[src/rtl/ac_control_sequencer.sv]
// ac_control_sequencer: fetch/decode/execute sequencer driving the accumulator ALU datapath
module ac_control_sequencer #(
    parameter logic [11:0] RESET_PC = 12'h000,
    parameter int          AW       = 12
) (
    input  logic          clk,
    input  logic          rst,
    input  logic          start,
    input  logic [15:0]   mem_rdata,
    output logic [AW-1:0] mem_addr,
    output logic          dr_ld,
    output logic          and_op,
    output logic          add_op,
    output logic          lda_op,
    output logic          cma_op,
    output logic          cir_op,
    output logic          cil_op,
    output logic          ac_ld,
    output logic          ac_clr,
    output logic          ac_inr,
    output logic          e_ld,
    output logic          e_clr,
    output logic          e_cmp,
    output logic          running,
    output logic [AW-1:0] pc,
    output logic [2:0]    sc
);
    logic [AW-1:0] ar;
    logic [15:0]   ir;
    logic          ibit;
    logic          mem_ref, reg_ref, t3r, t4, t5, hlt;
    logic [6:0]    p;

    assign mem_addr = ar;
    assign p        = ir[11:5];
    assign mem_ref  = ir[14:12] <= 3'd2;
    assign reg_ref  = ir[15:12] == 4'h7;
    assign t3r      = running & (sc == 3'd3) & reg_ref;
    assign t4       = running & (sc == 3'd4) & mem_ref;
    assign t5       = running & (sc == 3'd5) & mem_ref;
    assign hlt      = reg_ref & ir[0] & ~|p;
    assign dr_ld    = t4;
    assign and_op   = t5 & (ir[14:12] == 3'd0);
    assign add_op   = t5 & (ir[14:12] == 3'd1);
    assign lda_op   = t5 & (ir[14:12] == 3'd2);
    assign ac_clr   = t3r & p[6];
    assign e_clr    = t3r & p[5] & ~p[6];
    assign cma_op   = t3r & p[4] & ~|p[6:5];
    assign e_cmp    = t3r & p[3] & ~|p[6:4];
    assign cir_op   = t3r & p[2] & ~|p[6:3];
    assign cil_op   = t3r & p[1] & ~|p[6:2];
    assign ac_inr   = t3r & p[0] & ~|p[6:1];
    assign ac_ld    = and_op | add_op | lda_op | cma_op | cir_op | cil_op;
    assign e_ld     = add_op | cir_op | cil_op;

    // timing-step sequencer: start/halt control plus PC/AR/IR/I updates per step
    always_ff @(posedge clk) begin
        if (rst) begin
            pc      <= RESET_PC;
            ar      <= '0;
            ir      <= '0;
            ibit    <= 1'b0;
            sc      <= 3'd0;
            running <= 1'b0;
        end else if (!running) begin
            if (start) begin
                running <= 1'b1;
                sc      <= 3'd0;
            end
        end else begin
            case (sc)
                3'd0: begin
                    ar <= pc;
                    sc <= 3'd1;
                end
                3'd1: begin
                    ir <= mem_rdata;
                    pc <= pc + 1'b1;
                    sc <= 3'd2;
                end
                3'd2: begin
                    ar   <= ir[11:0];
                    ibit <= ir[15];
                    sc   <= 3'd3;
                end
                3'd3: begin
                    if (mem_ref && ibit) ar <= mem_rdata[11:0];
                    if (hlt) running <= 1'b0;
                    sc <= mem_ref ? 3'd4 : 3'd0;
                end
                3'd4: sc <= 3'd5;
                default: sc <= 3'd0;
            endcase
        end
    end
endmodule

[config.mk]
export PLATFORM = sky130hd
export DESIGN_NAME = ac_control_sequencer
export DESIGN_NICKNAME = d
export VERILOG_FILES = /design/src/rtl/ac_control_sequencer.sv
export SDC_FILE = /design/constraint.sdc
export NUM_CORES = 1
export LEC_CHECK = 0
export CAP_MARGIN = 20
export CORE_MARGIN = 2
export CORE_UTILIZATION = 49
export DETAILED_ROUTE_END_ITERATION = 10
export PLACE_DENSITY = 0.86
export SLEW_MARGIN = 20
export SYNTH_ARGS = -nofsm -noshare
export SYNTH_HDL_FRONTEND = slang
export SYNTH_SLANG_ARGS = --single-unit
[constraint.sdc]
create_clock -name clk -period 2.86 [get_ports clk]
set_input_delay 0.858 -clock clk [delete_from_list [all_inputs] [get_ports clk]]
set_output_delay 0.858 -clock clk [all_outputs]
set_load 0.02 [all_outputs]
Yosys cells after proc, flatten, opt, wreduce, memory -nomap -nowiden
Cells that the tools add are included.

Flip-flop bits (word level): 45. Logic and storage cells: 79.

Bitwise gates (word level): 32. $lt $le $gt $ge: 1. Multiplexer cells: 10. Eq/ne operators: 9. Add/sub/neg operators: 1. Reduce and logical (&&, ||, !) cells: 20.

Operator list (number): 12-bit one-hot mux with 3 select lines (1); 1-bit bitwise AND (24); 3-bit one-hot mux with 5 select lines (1); 12-bit by 1-bit adder with 12-bit output (second input constant) (1); 12-bit two-way mux (1); 3-bit by 2-bit == test with 1-bit output (second input constant) (3); 3-bit two-way mux (3); 1-bit bitwise OR (7); 7-bit OR reduction (1); 3-bit by 1-bit == test with 1-bit output (second input constant) (2); 3-bit == test (second input constant) (2); 1-bit logical NOT (6); 3-bit logical NOT (2); 6-bit OR reduction (1); 5-bit OR reduction (1); 4-bit by 3-bit == test with 1-bit output (second input constant) (1); 1-bit two-way mux (4); 2-bit AND reduction (2); 4-bit OR reduction (1); 3-bit by 2-bit <= comparator with 1-bit output (second input constant) (1); 3-bit AND reduction (1); 3-bit nonzero test (1); 3-bit OR reduction (1); 2-bit by 1-bit inequality test with 1-bit output (second input constant) (1); other kinds (4) (4).

Longest topological paths before layout
Gate-level depths: netlist of run 1.

Depth after elaboration: 9. Gate-level depth with buffers: 6.

Least setup slack after synthesis of run 1
OpenSTA, ideal clock, no wires.

Kind: flip-flop to output port. Start point: register running. End point: output port cma_op. Stages on the path, launching flop included: 5. Data required time: 2002 ps. Setup slack: 101 ps. Buffers on the path: 1. Arrival time: 1901 ps. Path through: dfxtp_1 -> buf_2 -> nand2_1 -> or3_1 -> nor4b_1.

Word-level cells in the longest chain between the ends: 4.

RTL lines: from (decl) (line 24) `output logic running,`; from (signal assigned) (line 64) `running <= 1'b0;`; from (signal assigned) (line 67) `running <= 1'b1;`; from (signal assigned) (line 88) `if (hlt) running <= 1'b0;`; 1-bit bitwise AND (2 in series) (line 38) `assign t3r = running & (sc == 3'd3) & reg_ref;`; 1-bit bitwise AND (2 in series) (line 48) `assign cma_op = t3r & p[4] & ~|p[6:5];`; to (decl) (line 15) `output logic cma_op,`.

Every way passes these cells.

Final worst setup path of run 1
Start point: register ir[8]. End point: output port ac_inr.

Word-level cells in the longest chain between the ends: 3.

RTL lines: from (decl) (line 29) `logic [15:0] ir;`; from (signal assigned) (line 77) `ir <= mem_rdata;`; 6-bit OR reduction (line 52) `assign ac_inr = t3r & p[0] & ~|p[6:1];`; 1-bit logical NOT (line 52); 1-bit bitwise AND (line 52); to (decl) (line 20) `output logic ac_inr,`.

Every way passes these cells.

==> flow_summary.yaml, run 1 <==
status:
  status: "finished with violations"
  violations: "setup timing"
timing:
  worst_pin_slew_ns: 0.606
  fin_ws_ns: -0.0385
  max_freq_mhz: 345
  maxSlewHeadroom_pct: 59.5
  setup_viol: 2
  report.final.slew_viol_count: 0
  hold_viol_final: 0
  min_period_over_period_pct: 101
  rsz0062_at_grt: "yes"
  final.setup_skew_ns: 0.00555
  layout_min_cycle_time_ns: 2.90
route:
  wl_um: 6430
  via_count: 2419
  first_pass_iters: 6
  viasPerCell: 5.97
  ant_nets: 0
  drt_iter0_drc: 243
  wl_per_cell_um: 15.9
  drc: 0
setup_path:
  path_max_fanout: 5
  setup.worst_path.start_class: "register"
  arrival_ns: 2.04
  criticalPathCategory: "register to primary output"
  crit_required_ns: 2.00
  crit_path_end_kind: "primary output"
power:
  ir_drop_mv: 0.238
  p_clk_share_pct: 38.3
  seqPwrFrac_pct: 49.8
  intPower_w: 0.000989
  power.density_nw_per_um2: 410
  p_comb_share_pct: 11.9
  switching_share_pct: 23.5
  power_leakage_nw: 1.10
  switching_power_w: 0.000304
floorplan:
  num_rows: 25
  dieArea_um2: 5350
  core_area_um2: 4660
  die_x_um: 73.2
  ios: 60
  die_h_um: 73.2
  start_util_pct: 50.3
synth:
  synth_area_leaders: "dfxtp_1, nand2_1, a21oi_1"
  synth_edf_count: 0
  ys_warn_count: 0
  async_flop_share_pct: 0
  synth_top_area_share_pct: 38.4
  seq_area_frac_synth_pct: 38.4
  synth_fp_nets: 308
  synth_flop_cell: "dfxtp_1"
  synth_cells: 288
  syn_area_um2: 2340
  synth_commonest_cells: "dfxtp_1, nand2_1, a21oi_1, clkbuf_1, nor2b_1"
  yosys.area.top_type: "dfxtp_1"
  yosysUniqueCellTypes: 47
  synthMostInstantiatedCell: "dfxtp_1"
  yosys_register_bits: 45
  synth_area_per_cell_um2: 8.14
placement:
  placed_area_um2: 3060
  gp_congestion: 0.889
  port_buffers: 59
  dp_hpwl_um: 4560
  place_inst: 396
cts:
  clk-insertion-delay-late_ns: 0.29
  cts-root-buf: "clkbuf_8"
  cts.path.max_buffers: 2
  cts_buffers: 5
  numClockSinks: 45
  postCtsHoldBufs: 0
  h-tree-depth: 2
  cts.clk_slew.worst_paths_ns: 0.08
  cts_tree: "yes"
worst_hold_path:
  hp-class: "register to register"
run:
  maxCapViolations: 0
grt:
  grt_usage_pct: 25.4
  grt_pass1_vias: 2148
  grt_max_degree: 35
  gr-total-overflow: 0
  grt_pass1_wl_um: 10500
  antenna_found_initial: 0
finish:
  antenna_cells: 0
  nets: 370
  stdcell_count: 405
  fillCellCount: 392
  syn_to_final_growth_pct: 34.5
  fin_area_um2: 3150
  drive_gt1_share_pct: 12.5
[registers in the layout, summed over array words and instances (netlist names)]
signal / cells
sc: 3
ibit: 1
mem_addr: 12
running: 1
ir: 16
pc: 12
[cell families after synthesis]
| kind of cell | synth area share [%] |
|---|---|
| AOI/OAI and AO/OA | 26.4 |
| xor gates and xnor gates | 0.747 |
| adders and majority gates | 0.534 |
| buffers and inverters | 5.60 |
| DFF | 38.4 |
| muxes | 1.44 |
| and+or+nand+nor | 26.9 |
[what timing repair did]
action | CTS | global route
pin swaps | 0 | 1
buffers inserted | 0 | 1
resized for setup | 29 | 4
setup endpoints to repair | 13 | 5
[worst max-delay path, stage by stage, from the launching register on]
cell     delay, ns
dfxtp_2       0.34
or4_1         0.52
or4_4         0.49
nor4b_4       0.22
buf_4         0.17
[routing by layer]
layer,up-vias,routed length [um],GRT usage (%)
li1,1189,-,-
met1,1133,2900,34.6
met2,91,3050,40.4
met3,6,420,5.39
met4,0,56,7.41
met5,-,0,0
[metrics by stage]
stage,util (%),TNS (ns),total power (W),hold WS (ns),setup slack (ns)
2_1_floorplan,-,0,0.000741,0.432,0.101
3_3_place_gp,65.6,-0.386,0.000807,0.437,-0.161
3_5_place_dp,65.6,-0.499,0.000810,0.442,-0.186
4_1_cts,67.6,-0.0557,0.00130,0.454,-0.0524
5_1_grt,67.7,-0.175,0.00134,0.477,-0.0972
6_report,67.7,-0.0497,0.00129,0.453,-0.0385
[power by group through the flow]
stage          Sequential [W]  Clock, W  Combinational [W]
2_1_floorplan        0.000667         0          0.0000739
3_3_place_gp         0.000658         0           0.000150
3_5_place_dp         0.000659         0           0.000152
4_1_cts              0.000644  0.000500           0.000152
5_1_grt              0.000646  0.000524           0.000167
6_report             0.000644  0.000495           0.000154
[area by class of cell]
type	instances	area (um2)	area share, %
multi-input combinational	211	1320	41.8
clock buffer	7	86.3	2.74
sequential	45	902	28.6
inverter	6	22.5	0.714
clock inverter	1	30.0	0.952
tap	54	67.6	2.14
timing repair buffer	81	727	23.0
[placed cells by master, fill, tap and decap left out, types with 7 or more instances in the layout]
cell type	instances
buf_4	24
a21oi_1	26
nand2_1	39
nor2b_1	16
dfxtp_1	44
o21ai_0	15
clkdlybuf4s50_1	46
dlygate4sd2_1	7
o2111ai_1	13
o31ai_1	13
nor2_1	13
a211oi_1	11
[final timing paths]
path	startpoint	depth (start not counted)	slack (ns)	endpoint
min reg2reg	ir[4]	2	0.45	ir[4]
max	ir[8]	4	-0.04	ac_inr
max reg2reg	sc[0]	4	0.90	mem_addr[11]
min	ir[4]	2	0.45	ir[4]
(Power assumes the default switching activity.)
==> inputs of run 2 (changes only) <==
SLEW_MARGIN = 40   (was 20)
==> results of run 2 <==
No change in the layout: final DEF, timing and power equal those of run 1.
==> patch 1 (settings of run 1) <==
Register the outputs `dr_ld`, `ac_ld`, `ac_clr`, `ac_inr`, `e_ld`, `e_clr` and `e_cmp`, with the module's reset; this adds one clock of latency there. The other outputs are not delayed to match.
--- a/src/rtl/ac_control_sequencer.sv
+++ b/src/rtl/ac_control_sequencer.sv
@@ -41,3 +41,2 @@
     assign hlt      = reg_ref & ir[0] & ~|p;
-    assign dr_ld    = t4;
     assign and_op   = t5 & (ir[14:12] == 3'd0);
@@ -45,11 +44,24 @@
     assign lda_op   = t5 & (ir[14:12] == 3'd2);
-    assign ac_clr   = t3r & p[6];
-    assign e_clr    = t3r & p[5] & ~p[6];
     assign cma_op   = t3r & p[4] & ~|p[6:5];
-    assign e_cmp    = t3r & p[3] & ~|p[6:4];
+    always_ff @(posedge clk) begin
+        if (rst) begin
+            dr_ld  <= '0;
+            ac_ld  <= '0;
+            ac_clr <= '0;
+            ac_inr <= '0;
+            e_ld   <= '0;
+            e_clr  <= '0;
+            e_cmp  <= '0;
+        end else begin
+            dr_ld  <= t4;
+            ac_ld  <= and_op | add_op | lda_op | cma_op | cir_op | cil_op;
+            ac_clr <= t3r & p[6];
+            ac_inr <= t3r & p[0] & ~|p[6:1];
+            e_ld   <= add_op | cir_op | cil_op;
+            e_clr  <= t3r & p[5] & ~p[6];
+            e_cmp  <= t3r & p[3] & ~|p[6:4];
+        end
+    end
     assign cir_op   = t3r & p[2] & ~|p[6:3];
     assign cil_op   = t3r & p[1] & ~|p[6:2];
-    assign ac_inr   = t3r & p[0] & ~|p[6:1];
-    assign ac_ld    = and_op | add_op | lda_op | cma_op | cir_op | cil_op;
-    assign e_ld     = add_op | cir_op | cil_op;
 
Formal check against the unedited RTL: not equivalent (Yosys sat finds a counterexample within 10 cycles, from zero or initial values and one cycle with rst high).
==> patch 1 against run 1 <==
Power rose by 22%; first-iteration DRC count down 22%; synthesized area is 0.53% higher; clock skew decreased by 0.00061 ns; wire length shrank 3.9%; design area grew 1.3%; via count is 8.8% lower; sequential cell count grew 7; combinational power fell by 5%; worst hold slack gained 0.0064 ns; worst setup slack gained 0.11 ns.
==> patch 1: results <==
{
  "place_inst": 382,
  "wl_met1_um": 2720,
  "wl_met3_um": 382,
  "wirelength_um": 6180,
  "grt_pass1_vias": 2003,
  "dpl.hpwl_um": 4010,
  "ys_seq_area_share_pct": 44.2,
  "dp_slack_ns": 0.0847,
  "syn_nets": 295,
  "vias": 2207,
  "reg2regPathDepth": 5,
  "fin_nets": 355,
  "skew_ns": 0.00494,
  "gp_congestion": 0.781,
  "drive_above_1_share_pct": 9.23,
  "pg_clk_mw": 0.684,
  "dr.pass1.iters": 4,
  "regToRegEndpoint": "pc[11]",
  "ys_types": 41,
  "grtUsageMet3_pct": 4.80,
  "ir_worst_vdd_mv": 0.348,
  "grt_pass1_wl_um": 9610,
  "synth_commonest_cells": "52 x dfxtp_1, 51 x nand2_1, 35 x a21oi_1, 28 x nor2_1, 13 x mux2i_1",
  "grt.met2_usage_pct": 36.1,
  "critPathMaxStageDelay_ns": 0.58,
  "p_seq_share_pct": 47.2,
  "status": "finished clean",
  "internal_power_mw": 1.24,
  "gr-usage-met1_pct": 31.4,
  "multiInputGateArea_mm2": 0.00124,
  "slew_headroom_pct": 71.1,
  "dr_wl_met2_um": 2940
}
patch 1: cell count changes after synthesis, moves of 11 or more:
cell       before  now
nand2_1        39   51
nor2_1         13   28
a211o_1         0   12
o21ai_0        15    3
clkbuf_1       17    5
a211oi_1       11    0
nor2b_1        16    5
o2111ai_1      13    0
mux2i_1         0   13
o31ai_1        13    1
patch 1: cell type report:
type / instances / area share [%]
tap: 54 / 2.11
multi-input combinational: 204 / 38.7
clock inverter: 3 / 2.82
timing repair buffer: 71 / 21.5
clock buffer: 5 / 2.15
sequential: 52 / 32.6
inverter: 1 / 0.117
patch 1: critical path, delay by kind of cell, from the launching register on:
kind	cells	cell delay, ns
buffers and inverters	1	0.30
flip-flops	1	0.33
AND/OR/NAND/NOR	3	1.00
patch 1: what timing repair did:
action / 4_1_cts / 5_1_grt
endpoints found under the hold margin: 0 / 0
hold buffers: 0 / 0
resized for setup: 7 / 5
setup endpoints to repair: 5 / 4
patch 1: cell families (layout without fill, tap and decap cells):
| family | after synthesis | after routing | share of synthesized area, % |
|---|---|---|---|
| compound gates | 55 | 55 | 14.6 |
| simple gates | 125 | 125 | 27.2 |
| xor+xnor | 9 | 9 | 3.34 |
| buf+inv | 19 | 80 | 4.19 |
| fa+ha+maj | 1 | 1 | 0.531 |
| flops | 52 | 52 | 44.2 |
| mux | 14 | 14 | 6.00 |
patch 1: worst max path at each step:
stage	startpoint	endpoint	slack, ns	cells after the start
floorplan	running	add_op	0.46	3
global placement	ir[8]	cil_op	0.07	4
detailed placement	ir[8]	cil_op	0.08	4
CTS	ir[8]	cil_op	0.02	4
global route	ir[8]	cir_op	0.007	4
finish	ir[8]	cir_op	0.08	4
==> patch 2 (config.mk and constraints of run 1) <==
Made on the original files. Reset style: asynchronous (`rst`), changed in one clocked block.
--- a/src/rtl/ac_control_sequencer.sv
+++ b/src/rtl/ac_control_sequencer.sv
@@ -56,3 +56,3 @@
     // timing-step sequencer: start/halt control plus PC/AR/IR/I updates per step
-    always_ff @(posedge clk) begin
+    always_ff @(posedge clk or posedge rst) begin
         if (rst) begin
Check against the original RTL: differs if rst is asserted again (counterexample within 4 cycles, from zero or initial values and one cycle with rst high); with rst held inactive, the same outputs for 10 cycles.
==> patch 2 against run 1 <==
Synthesized area grew 0.11%; sequential cell count did not move; core utilization is 0.43 points higher; cell count is 14% lower; via count decreased by 21%; design area rose by 0.63%; critical endpoint is now cil_op; wire length is 16% lower; worst setup slack improved by 0.12 ns; critical path type unchanged.
Power is not compared: it rests on default switching activity, and its combinational part moved more than twofold at a synthesized area within 25%.
==> patch 2: results <==
{
  "r2r_setup_slack_ns": 0.86,
  "synthFlopType": "dfrtp_1",
  "track_usage_pct": 21.8,
  "synth-compound-area-share_pct": 4.48,
  "critPathMaxFanout": 8,
  "drive_above_1_share_pct": 23.7,
  "ys_seq_area_share_pct": 48.0,
  "grtUsageMet3_pct": 4.70,
  "syn_nets": 245,
  "syn-instance-count": 225,
  "skew_ns": 0.00720,
  "wl_met3_um": 360,
  "drtIter0Drc": 115,
  "synth.area.top_cells": "dfrtp_1 48%, mux2_2 17%, nand2_1 8.8%",
  "status": "finished clean",
  "dp_slack_ns": -0.127,
  "wl_met1_um": 2310,
  "worst_hold_slack_ns": 0.482,
  "hold_end": "ir[1]",
  "synth_commonest_cells": "55 x nand2_1, 45 x dfrtp_1, 35 x mux2_2, 7 x buf_2, 7 x xor2_1",
  "synthMuxAreaShare_pct": 17.6,
  "r2r_start": "sc[2]",
  "wirelength_um": 5380,
  "dpl_cell_area_mm2": 0.00307,
  "final_cells": 349
}
==> patch 2: cell types whose count changed after synthesis, moves of 8 or more <==
cell / delta
nand2_1: +16
dfrtp_1: +45
clkbuf_1: -14
o21ai_0: -9
a211oi_1: -11
a21oi_1: -24
o31ai_1: -13
nor2b_1: -15
mux2_2: +32
nor2_1: -8
o2111ai_1: -13
dfxtp_1: -45
==> patch 2: timing repair <==
item | CTS | global route
buffers inserted | 0 | 1
resized for setup | 36 | 3
pin swaps | 0 | 2
endpoints found under the setup margin | 11 | 7
==> patch 2: cell families after synthesis <==
logic type | after synthesis
AND/OR/NAND/NOR | 98
AO/OA/AOI/OAI | 14
flip-flops | 45
XOR/XNOR | 12
multiplexers | 37
buffers and inverters | 18
adder cells (fa/ha/maj) | 1
==> patch 2: how the worst max path moves through the flow <==
stage	startpoint	endpoint	slack (ns)	cells after the start
global route	sc[1]	dr_ld	0.003	5
global placement	sc[2]	e_ld	-0.1	5
floorplan	running	ac_inr	-0.11	5
CTS	sc[2]	e_ld	-0.007	5
finish	sc[2]	cil_op	0.08	4
detailed placement	sc[2]	e_ld	-0.13	5
==> patch 2: final cells by class <==
type	count	area, um2
multi-input cells	162	1160
inverters	5	18.8
clock inverters	1	30.0
repair buffers	75	689
well taps	54	67.6
clock buffers	7	86.3
flip-flops and latches	45	1130
fillers	350	1490
==> patch 2: where the power goes <==
group | switching (mW) | total [mW] | internal [mW]
sequential | 0.220 | 1.10 | 0.883
clock | 0.207 | 0.491 | 0.285
combinational | 0.870 | 1.78 | 0.911
==> patch 2: critical path: stages, from the launching register on <==
cell and delay [ns]:
dfrtp_1 0.38, nand4b_4 0.17, or4_4 0.61, nor4_1 0.25
buf_2 0.21
